<file path="src/rtl/mem_port_arbiter.sv">
`default_nettype none
// ============================================================================
// Module   : mem_port_arbiter
// Summary  : Fetch / load-store arbiter for a shared single-port memory with
//            starvation guard, address error flagging and registered responses.
// Revision : 1.0 - initial release
// ============================================================================
module mem_port_arbiter #(
  parameter int WORD_SIZE = 32,
  parameter int RAM_SIZE  = 1024,
  parameter int MAX_WAIT  = 4
) (
  input  logic                 clk,
  input  logic                 rst_n,
  input  logic                 if_req,
  input  logic [WORD_SIZE-1:0] if_addr,
  output logic                 if_gnt,
  output logic                 if_rvalid,
  output logic [WORD_SIZE-1:0] if_rdata,
  output logic                 if_err,
  input  logic                 d_req,
  input  logic                 d_we,
  input  logic [WORD_SIZE-1:0] d_addr,
  input  logic [WORD_SIZE-1:0] d_wdata,
  output logic                 d_gnt,
  output logic                 d_rvalid,
  output logic [WORD_SIZE-1:0] d_rdata,
  output logic                 d_err,
  output logic [WORD_SIZE-1:0] mem_addr,
  output logic                 mem_we,
  output logic [WORD_SIZE-1:0] mem_wdata,
  input  logic [WORD_SIZE-1:0] mem_rdata
);

  localparam int            c_aw        = $clog2(RAM_SIZE);
  localparam int            c_cw        = $clog2(MAX_WAIT + 1);
  localparam logic [c_aw-1:0] c_last_word = c_aw'(RAM_SIZE - 4);
  localparam logic [c_cw-1:0] c_max_wait  = c_cw'(MAX_WAIT);

  logic [c_cw-1:0]      r_wait_cnt;
  logic                 r_if_rvalid;
  logic                 r_if_err;
  logic [WORD_SIZE-1:0] r_if_rdata;
  logic                 r_d_rvalid;
  logic                 r_d_err;
  logic [WORD_SIZE-1:0] r_d_rdata;
  logic                 w_fetch_forced;
  logic                 w_if_err;
  logic                 w_d_err;

  // Misaligned, above the memory, or a word that would run past the last byte.
  function automatic logic addr_err(input logic [WORD_SIZE-1:0] a);
    return (a[1:0] != 2'b00) || ((a >> c_aw) != '0) || (a[c_aw-1:0] > c_last_word);
  endfunction

  assign w_if_err       = addr_err(if_addr);
  assign w_d_err        = addr_err(d_addr);
  assign w_fetch_forced = (r_wait_cnt == c_max_wait);

  assign if_gnt = rst_n & if_req & (~d_req | w_fetch_forced);
  assign d_gnt  = rst_n & d_req & ~(if_req & w_fetch_forced);

  always_comb begin
    mem_addr  = '0;
    mem_we    = 1'b0;
    mem_wdata = '0;
    if (d_gnt) begin
      mem_addr  = d_addr;
      mem_we    = d_we & ~w_d_err;
      mem_wdata = d_wdata;
    end else if (if_gnt) begin
      mem_addr = if_addr;
    end
  end

  // Counts consecutive cycles in which a pending fetch lost to the data port.
  always_ff @(posedge clk or negedge rst_n) begin
    if (!rst_n) begin
      r_wait_cnt <= '0;
    end else if (!if_req || if_gnt) begin
      r_wait_cnt <= '0;
    end else if (d_gnt && (r_wait_cnt != c_max_wait)) begin
      r_wait_cnt <= r_wait_cnt + c_cw'(1);
    end
  end

  always_ff @(posedge clk or negedge rst_n) begin
    if (!rst_n) begin
      r_if_rvalid <= 1'b0;
      r_if_err    <= 1'b0;
      r_if_rdata  <= '0;
      r_d_rvalid  <= 1'b0;
      r_d_err     <= 1'b0;
      r_d_rdata   <= '0;
    end else begin
      r_if_rvalid <= if_gnt;
      r_d_rvalid  <= d_gnt;
      if (if_gnt) begin
        r_if_err   <= w_if_err;
        r_if_rdata <= w_if_err ? '0 : mem_rdata;
      end
      if (d_gnt) begin
        r_d_err   <= w_d_err;
        r_d_rdata <= (w_d_err | d_we) ? '0 : mem_rdata;
      end
    end
  end

  assign if_rvalid = r_if_rvalid;
  assign if_err    = r_if_err;
  assign if_rdata  = r_if_rdata;
  assign d_rvalid  = r_d_rvalid;
  assign d_err     = r_d_err;
  assign d_rdata   = r_d_rdata;

endmodule
`default_nettype wire
</file>
<file path="config.mk">
export PLATFORM = sky130hd
export DESIGN_NAME = mem_port_arbiter
export DESIGN_NICKNAME = d
export VERILOG_FILES = /design/src/rtl/mem_port_arbiter.sv
export SDC_FILE = /design/constraint.sdc
export NUM_CORES = 1
export LEC_CHECK = 0
export CAP_MARGIN = 20
export CORE_AREA = 2 2 104 106
export DETAILED_ROUTE_END_ITERATION = 7
export DIE_AREA = 0 0 106 108
export DONT_BUFFER_PORTS = 1
export PLACE_DENSITY = 0.51
export RECOVER_POWER = 100
export REMOVE_ABC_BUFFERS = 1
export SLEW_MARGIN = 20
export SYNTH_ARGS = -nofsm -noshare
export SYNTH_HDL_FRONTEND = slang
export SYNTH_SLANG_ARGS = --single-unit
</file>
<file path="constraint.sdc">
create_clock -name clk -period 2.6 [get_ports clk]
set_clock_uncertainty 0.15 [all_clocks]
set_input_delay 0.52 -clock clk [delete_from_list [all_inputs] [get_ports clk]]
set_output_delay 0.52 -clock clk [all_outputs]
set_load 0.1 [all_outputs]
</file>
==> results.txt <==
----------------------------------------------------
[Status]
  Outcome ... finished, violations left
  Violations in the final reports ... setup timing

[Die]
  Vert. Die Dim ... approximately 110 µm
  Core Area ... 0.0102 mm²
  Die W ... 106 µm
  # IOs ... roughly 270
  Starting utilization of the core area ... a little under two fifths
  Std-Cell Rows ... 37
  Area enclosed by the die boundary ... 0.0114 mm²

[Placed design]
  Number of input and output port buffers inserted ... 0
  Gpl congestion ... around 0.81
  Setup slack at placement ... 60.8 ps
  HPWL Detailed ... between 10 and 15 mm
  Count of placed standard cells including taps ... just under 600
  Cell area after placement ... 0.00555 mm²

[Layout]
  Share of post-route cells with drive strength above 1 ... between 30 and 40%
  Post-Layout Cell Count ... just over 600
  Synthesis-to-finish area growth ... 57.7%
  Final non-filler cell area ... slightly above 0.006 mm²
  Total number of nets in the final design ... 616
  Antenna Cells ... 0

[Pwr]
  Power density cells ... just over 500 mW/mm²
  Static leakage ... ~2.7 nW
  Internal power of the cells ... between 2 and 2.5 mW
  Proportion of total power due to net switching ... a little under a third
  Sequential fraction of design power ... between 30% and 40%
  Largest vdd supply drop ... approximately 270 µV
  Clock network fraction of design power ... between 30% and 40%
  Logic pwr share ... between 20 and 30%
  Overall power after layout ... between 3 and 4 mW
  Reported net switching power ... approximately 1 mW

[Synth]
  Register bit count reported by yosys ... approximately 70
  Gate count of the mapped netlist ... ~390
  Portion of the post-synthesis area used by sequential elements ... a little under half
  Cell area after synthesis ... ~0.004 mm²
  FFs w/ async S/R, synth ... 100%
  Yosys warning total ... 0
  Number of distinct library cells after synthesis ... 34
  Average footprint of a synthesized cell ... approximately 10 µm²
  EDFF count, synth ... 0
  Synth Flop Type ... dfrtp_1

[Critical path]
  Capture instance of the worst register-to-register path ... if_rdata[14]
  Critical path fanouts, max ... 15
  Worst setup EP type ... output pin
  Start point of the critical path ... r_wait_cnt[1]
  Internal reg-to-reg setup slack ... 640 ps
  Req. time, crit path ... slightly below 2000 ps
  Startpoint of the worst register-to-register path ... r_wait_cnt[1]
  Arr. time, crit path ... around 2000 ps
  Reg2Reg Depth ... 6
  CP Class ... register to output pin
  Setup crit start kind ... register

[Detailed routing]
  Via density per instance ... roughly 6.2
  Iteration-0 DRC Markers ... 296
  Detailed-route wire length per cell ... approximately 27 µm
  Total wire length ... about 17 mm
  Remaining design rule violation count ... 0
  Via count of the routed design ... 3886
  Number of detailed-routing iterations run before antenna repair ... 5
  Residual antenna-violating net count after detailed routing ... 0

[Timing]
  Worst relative slew slack ... 16.9%
  Count of endpoints failing hold in the final timing report ... 0
  RSZ-0062 raised after global routing ... yes
  Post-layout minimum cycle time ... 2670 ps
  Post-route worst setup slack ... -69.0 ps
  Transition time of the tightest slew-check pin ... about 1200 ps
  Maximum clock frequency ... ~0.37 GHz
  Count of final max-slew check failures ... 0
  Final number of setup-violating endpoints ... a little over 40
  Total negative slack for setup checks ... -1070 ps
  Fin crit share ... 103%

[Clock tree]
  TritonCTS clock tree ... built
  Buffer type at the clock tree root ... clkbuf_8
  CTS H-tree lvls ... 3
  Clock transition at path regs ... roughly 80 ps
  Clock sink count ... 71
  CTS Buf Count ... 9
  Clock Path Buffers ... 2
  Clock latency reported for the late side of the worst-skew pair ... about 340 ps

[Global route]
  Antenna violations before repair ... 0
  Largest net degree at the start of global routing ... 72
  Via count of the first global-routing pass ... between 3k and 4k
  Wire length of the first global-routing pass ... ~24 mm
  GRT Total Usage ... between 20% and 30%
  Total congestion overflow after global routing ... 0

[Worst hold path]
  Endpoint of the worst hold path ... r_wait_cnt[2]
  Hold path startpoint ... if_req
  Depth of the worst hold-timing path ... 1
  Type of the most critical hold path ... primary input to register

[Flow run]
  Reported max-cap violation count ... 0

----------------------------------------------------
-- cell type report --
cell class	count	area [µm²]
Multi-Input combinational cell	232	2020
Timing Repair inverter	1	7.51
Timing Repair Buffer	130	1780
Sequential cell	71	1780
Fill cell	883	4060
Clock buffer	11	141
Clock inverter	5	129
Inverter	36	153
Tap cell	136	170
-- stage by stage --
stage | utilization, % | hold slack, ps
final | 60.3 | 170
after global routing | 60.3 | 156
after CTS | 59.8 | 153
after detailed placement | 54.2 | 75.7
after global placement | 54.2 | 75.8
after floorplan | - | 74.4
-- critical path: stages, from the launching register on --
cell      delay (ps)
dfrtp_1          380
inv_2             60
ha_4             170
and3_4           140
or2_4            260
clkinv_8          90
buf_12           150
a22o_1           220
buf_12           190
-- layer usage --
layer / GRT usage (%) / part of all wire, % / vias to the layer above
met5: 0 / 0 / -
met4: 5.45 / 1.2 / 0
met3: 8.62 / 9.3 / 16
met2: 45.1 / 50 / 217
met1: 35.0 / 40 / 1970
li1: - / - / 1683
-- Yosys cell counts, types with 2 or more instances --
cell type	instances	share of area, %
a21boi_0	3	0.58
a22o_1	32	7.2
a32o_1	32	8.2
and2_1	32	5.1
and4_1	2	0.45
buf_2	10	1.3
buf_4	5	0.96
buf_6	7	2.0
clkbuf_1	24	2.3
dfrtp_1	71	45
ha_1	2	0.64
inv_1	35	3.4
nand2_1	3	0.29
nand2b_1	3	0.48
nand3_1	2	0.26
nor4_1	42	6.7
o21ai_0	33	4.2
o41ai_1	32	7.2
or2_1	2	0.32
or4_1	2	0.38
-- registers in the layout (all words and copies together), names as in the netlist --
signal and flops:
r_wait_cnt 3, if_rdata 32, d_err 1, d_rvalid 1, if_err 1, d_rdata 32, if_rvalid 1
-- layout by cell type, fill, tap and decap left out, drive strengths merged, types with 32 or more instances in the layout --
master / Yosys / final
buf: 24 / 89
dfrtp: 71 / 71
clkbuf: 25 / 51
nor4: 42 / 42
inv: 36 / 35
o21ai: 33 / 33
o41ai: 32 / 32
a32o: 32 / 32
and2: 32 / 32
a22o: 32 / 32
-- repair_timing --
item	4_1_cts	5_1_grt
gates cloned	2	3
gates resized for setup	47	23
setup buffers	4	1
setup endpoints to repair	67	67
hold buffers	2	0
pin swaps	31	11
endpoints found under the hold margin	71	0
-- power by group through the flow --
stage | combinational (mW) | sequential (mW) | clock [mW]
finish | 0.898 | 1.11 | 1.19
global placement | 0.793 | 1.13 | 0
global route | 0.926 | 1.11 | 1.27
detailed placement | 0.797 | 1.13 | 0
CTS | 0.873 | 1.11 | 1.21
floorplan | 0.489 | 1.14 | 0
-- worst max-delay path by stage --
stage / endpoint / slack [ps] / cells past startpoint
after floorplan: mem_addr[0] / -1720 / 6
after global placement: mem_we / 110 / 4
after detailed placement: mem_addr[9] / 60 / 8
after CTS: mem_addr[10] / -60 / 8
after global routing: mem_addr[6] / -130 / 8
final: mem_addr[6] / -70 / 8
-- cells by family after synthesis --
| group | synth area share, % |
|---|---|
| compound gates | 28.4 |
| buf+inv | 10.7 |
| fa+ha+maj | 0.639 |
| flops | 45.4 |
| simple gates | 14.9 |
Note: power is estimated with default switching activity, not from simulation.
